### config.mk
export PLATFORM = sky130hd
export DESIGN_NAME = fetch_stage_flat
export DESIGN_NICKNAME = d
export VERILOG_FILES = /design/src/rtl/fetch_stage_if.sv /design/src/rtl/fetch_stage.sv /design/src/flat_wrapper.sv
export SDC_FILE = /design/constraint.sdc
export NUM_CORES = 1
export LEC_CHECK = 0
export CAP_MARGIN = 20
export CELL_PAD_IN_SITES_DETAIL_PLACEMENT = 0
export CELL_PAD_IN_SITES_GLOBAL_PLACEMENT = 1
export CORE_ASPECT_RATIO = 1.5
export CORE_MARGIN = 4
export CORE_UTILIZATION = 30
export CTS_CLUSTER_DIAMETER = 50
export DETAILED_ROUTE_END_ITERATION = 8
export GPL_TIMING_DRIVEN = 0
export PLACE_DENSITY_LB_ADDON = 0.1
export SYNTH_ARGS = -nofsm -noshare
export SYNTH_HDL_FRONTEND = slang
export SYNTH_SLANG_ARGS = --single-unit
### constraint.sdc
create_clock -name clk -period 3 [get_ports clk]
set_clock_uncertainty 0.2 [all_clocks]
set_input_delay 0.9 -clock clk [delete_from_list [all_inputs] [get_ports clk]]
set_output_delay 0.9 -clock clk [all_outputs]
set_load 0.005 [all_outputs]
### src/rtl/fetch_stage_if.sv
// Instruction-memory bus between the fetch stage (master) and the instruction memory (slave).
// The memory answers combinationally: imem_rdata is the word at imem_addr in the same cycle.
interface fetch_stage_if;
  logic [31:0] imem_addr;
  logic [31:0] imem_rdata;

  modport master (output imem_addr, input imem_rdata);
  modport slave  (input imem_addr, output imem_rdata);
endinterface

### src/rtl/fetch_stage.sv
// Instruction-fetch stage: program counter, next-PC selection and the IF/ID pipeline register.
// Redirects squash the instruction fetched in the same cycle, because there are no delay slots.
module fetch_stage #(
  parameter logic [31:0] RESET_PC  = 32'h0000_0000,
  parameter logic [31:0] NOP_INSTR = 32'h0000_0000
) (
  input  logic          clk,
  input  logic          rst,
  input  logic          stall,
  input  logic          flush,
  input  logic          branch_taken,
  input  logic [31:0]   branch_target,
  input  logic          jump,
  input  logic          Jr_Jalr,
  input  logic [31:0]   jr_target,
  fetch_stage_if.master imem,
  output logic [31:0]   pc,
  output logic [31:0]   if_id_instr,
  output logic [31:0]   if_id_pc_plus4,
  output logic          if_id_valid
);

  localparam logic [31:0] WORD_MASK = 32'hFFFF_FFFC;

  logic [31:0] pc_plus4;
  logic [31:0] jump_target;
  logic [31:0] redirect_target;
  logic        redirect;

  assign pc_plus4 = pc + 32'd4;

  // A stalled ID stage re-asserts its redirect once the stall clears, so it is ignored while stalled.
  assign redirect = !stall && (branch_taken || jump);

  assign jump_target = Jr_Jalr ? (jr_target & WORD_MASK)
                               : {if_id_pc_plus4[31:28], if_id_instr[25:0], 2'b00};

  // Jump wins over a simultaneous taken branch.
  assign redirect_target = jump ? jump_target : (branch_target & WORD_MASK);

  assign imem.imem_addr = pc;

  // NOTE: sequential state uses non-blocking assignments so every register sees pre-edge values.
  always_ff @(posedge clk) begin
    if (rst) begin
      pc             <= RESET_PC & WORD_MASK;
      if_id_instr    <= NOP_INSTR;
      if_id_pc_plus4 <= 32'd0;
      if_id_valid    <= 1'b0;
    end else if (stall) begin
      // PC holds; an accompanying flush still squashes the held IF/ID entry.
      if (flush) begin
        if_id_instr <= NOP_INSTR;
        if_id_valid <= 1'b0;
      end
    end else begin
      pc <= redirect ? redirect_target : pc_plus4;
      if (redirect || flush) begin
        if_id_instr <= NOP_INSTR;
        if_id_valid <= 1'b0;
      end else begin
        if_id_instr    <= imem.imem_rdata;
        if_id_pc_plus4 <= pc_plus4;
        if_id_valid    <= 1'b1;
      end
    end
  end

endmodule

### src/flat_wrapper.sv
// flat-port wrapper written by rule: the top's interface ports become plain ports
module fetch_stage_flat 
#(
  parameter logic [31:0] RESET_PC  = 32'h0000_0000,
  parameter logic [31:0] NOP_INSTR = 32'h0000_0000
)
  (clk, rst, stall, flush, branch_taken, branch_target, jump, Jr_Jalr, jr_target, pc, if_id_instr, if_id_pc_plus4, if_id_valid, imem_imem_addr, imem_imem_rdata);
  fetch_stage_if imem_i ();
  input  logic clk;
  input  logic rst;
  input  logic stall;
  input  logic flush;
  input  logic branch_taken;
  input  logic [31:0] branch_target;
  input  logic jump;
  input  logic Jr_Jalr;
  input  logic [31:0] jr_target;
  output logic [31:0] pc;
  output logic [31:0] if_id_instr;
  output logic [31:0] if_id_pc_plus4;
  output logic if_id_valid;
  output wire logic [$bits(imem_i.imem_addr)-1:0] imem_imem_addr;
  input wire logic [$bits(imem_i.imem_rdata)-1:0] imem_imem_rdata;
  assign imem_imem_addr = imem_i.imem_addr;
  assign imem_i.imem_rdata = imem_imem_rdata;
  fetch_stage #(.RESET_PC(RESET_PC), .NOP_INSTR(NOP_INSTR)) u_core (.clk(clk), .rst(rst), .stall(stall), .flush(flush), .branch_taken(branch_taken), .branch_target(branch_target), .jump(jump), .Jr_Jalr(Jr_Jalr), .jr_target(jr_target), .imem(imem_i), .pc(pc), .if_id_instr(if_id_instr), .if_id_pc_plus4(if_id_pc_plus4), .if_id_valid(if_id_valid));
endmodule
==> run metrics <==
Die H=167 um; Die W=114 um; Rel. slew slack=50.9%; Synth Flop Type=dfxtp_1; number of flops mapped to enable cells by yosys=0; clock tree buffer depth=2; status=finished, final reports clean; ant diodes=0; largest net degree at the start of global routing=16; Via density=5.12; router iterations before antenna repair=7; Core ar.=16,400 um2; Ys Warns=0; post-route ant nets=0; clk sinks=93; crit-path max FO=10; Layout Utilization=48.0%; most common cell after layout, fill and taps aside=clkdlybuf4s50_1; die area=19,000 um2; Peak VDD IR=225 uV; Max-cap violations=0; Seq. cell area=1860 um2; Hold Vio Cnt, Final=0; Total Power=3.13 mW; most frequent cells in the layout=221 x clkdlybuf4s50_1, 94 x nor2_1, 93 x dfxtp_1; Critical Path End Type=flop; Worst Max-Slew Pin Slew=0.737 ns; critical path data arrival time=2.95 ns; DR DRC count=0; vias in the first global route=5,459; worst setup path class=input pin to flop; DRT Wirelength=20,500 um; Cell Area, Synth=5060 um2; Worst-Skew Late Latency=0.34 ns; H-Tree Depth=3; global-route wire length before repair=31,000 um; dpl hpwl=16,200 um; gr ovfl total=0; GR Util All Layers=20.9%; Port Buffer Count=221; pwr dens=398 nW/um2; ys async rst share=0%; synthesized area per cell=8.56 um2; IO Count=232; Seq/Total Area, Yosys=36.8%; via count=5,339; Final GP Congestion=0.874; Fill cells=1,658; Synth cell types=52; share of layout cells above drive strength 1=12.6%; initial antenna violation count=0; WL per Instance=19.6 um; area grow syn2layout=55.9%; Leak Pwr=2.96 nW; Setup Viol. Count Final=0; Clock Tree Root=clkbuf_16; RSZ-0062 raised after global routing=false; Hold Crit Class=flop to flop; synthesized instance count=591; final hold slack=0.297 ns; clk slew on worst S/H paths=0.07 ns; Initial Utilization=30.8%; fin. max-slew vios=0; post-cts hold buffer count=0; FMAX=0.343 GHz; Tmin final=2.92 ns; area of the multi-input gates=2710 um2; crit share post-route=97.2%; Placement Rows=57; number of CTS-inserted buffers=9; nets@finish=935; drt initial violations=260; CTS tree=yes; #FFs+latches synth=93; CP required=3.03 ns; Worst setup SP type=input pin
through the flow:
| step | instances | instance area [um2] | TNS, ns | setup slack (ns) |
|---|---|---|---|---|
| final | 1042 | 7880 | 0 | 0.0842 |
| after floorplan | 596 | 5070 | 0 | 0.534 |
| after global routing | 1042 | 7880 | 0 | 0.00832 |
| after detailed placement | 1023 | 7540 | -45.33 | -0.706 |
| after global placement | 1023 | 7540 | -45.44 | -0.723 |
| after CTS | 1042 | 7880 | 0 | 0.0386 |
sequential cells by signal, summed over array words and instances (netlist names):
| register | count |
|---|---|
| u_core.if_id_pc_plus4 | 30 |
| u_core.if_id_instr | 32 |
| u_core.if_id_valid | 1 |
| u_core.imem.imem_addr | 30 |
logic make-up after synthesis:
family / count (synthesis) / share of synthesized area [%]
AO/OA/AOI/OAI: 173 / 24.4
adder cells (fa/ha/maj): 1 / 0.247
flip-flops: 93 / 36.8
XOR/XNOR: 26 / 4.50
AND/OR/NAND/NOR: 163 / 15.4
other: 1 / 0.0742
buffers and inverters: 93 / 10.0
multiplexers: 41 / 8.54
Yosys cell counts (all sizes together), types with 2 or more instances:
master  instances  share of area [%]
nor2           95                7.1
dfxtp          93                 37
buf            54                7.1
a22oi          36                5.3
a211oi         34                5.4
a21oi          30                3.0
clkbuf         30                2.2
mux2i          24                4.8
o21ai          19                1.9
xor2           18                3.1
mux2           17                3.8
nand3          16                1.6
nand2          11               0.82
inv             9               0.67
nand4           9                1.4
a21o            8                1.2
a221o           8                1.6
o22ai           8               0.99
xnor2           8                1.4
and3            7               0.89
o31ai           7                1.0
a22o            6                1.0
nor3            6               0.69
a221oi          5               0.87
and2            4               0.49
and4            4               0.69
o32ai           3               0.52
a211o           2               0.35
nand2b          2               0.25
nor2b           2               0.25
nor4            2               0.54
o31a            2               0.35
or2             2               0.25
worst paths after layout:
path | from | to | slack, ns | depth (start not counted)
setup / recovery | Jr_Jalr | u_core.imem.imem_addr[25] | 0.08 | 8
setup reg to reg | u_core.imem.imem_addr[2] | u_core.if_id_pc_plus4[28] | 0.48 | 7
hold reg to reg | u_core.if_id_pc_plus4[18] | u_core.if_id_pc_plus4[18] | 0.30 | 2
hold / removal | u_core.if_id_pc_plus4[18] | u_core.if_id_pc_plus4[18] | 0.30 | 2
worst max-delay path, cell delays in order:
cell and delay, ns:
clkdlybuf4s50_1 0.52, buf_2 0.32, buf_2 0.39, mux2i_1 0.25, nor2_1 0.06, a21oi_1 0.19, o31ai_1 0.10, a22o_1 0.23
area by class of cell:
cell class	instances	area share (%)
Clock buffer	12	3.38
Timing Repair Buffer	224	28.4
Tap cell	206	3.27
Sequential cell	93	23.6
Inverter	9	0.429
Buffer	84	6.13
Multi-Input combinational cell	410	34.4
Clock inverter	4	0.397
power breakdown:
part / internal (mW) / leakage, nW / switching (mW)
Combinational: 0.377 / 2.07 / 0.262
Sequential: 1.28 / 0.757 / 0.0675
Clock: 0.633 / 0.137 / 0.515
Total: 2.29 / 2.96 / 0.844
per-layer routing:
| metal | vias up | wire [um] | part of all wire, % | global-route usage [%] |
|---|---|---|---|---|
| met1 | 2515 | 8020 | 39 | 24.3 |
| met4 | 0 | 301 | 1.5 | 5.68 |
| met2 | 211 | 10500 | 51 | 37.2 |
| met5 | - | 0 | 0 | 0 |
| li1 | 2595 | - | - | - |
| met3 | 18 | 1630 | 8.0 | 5.59 |
repair_timing:
item                                    CTS  global route
resized for setup                         4            10
pin swaps                                 1             0
endpoints found under the setup margin   71            29
setup buffers                             3             0
Note: power is estimated with default switching activity, not from simulation.
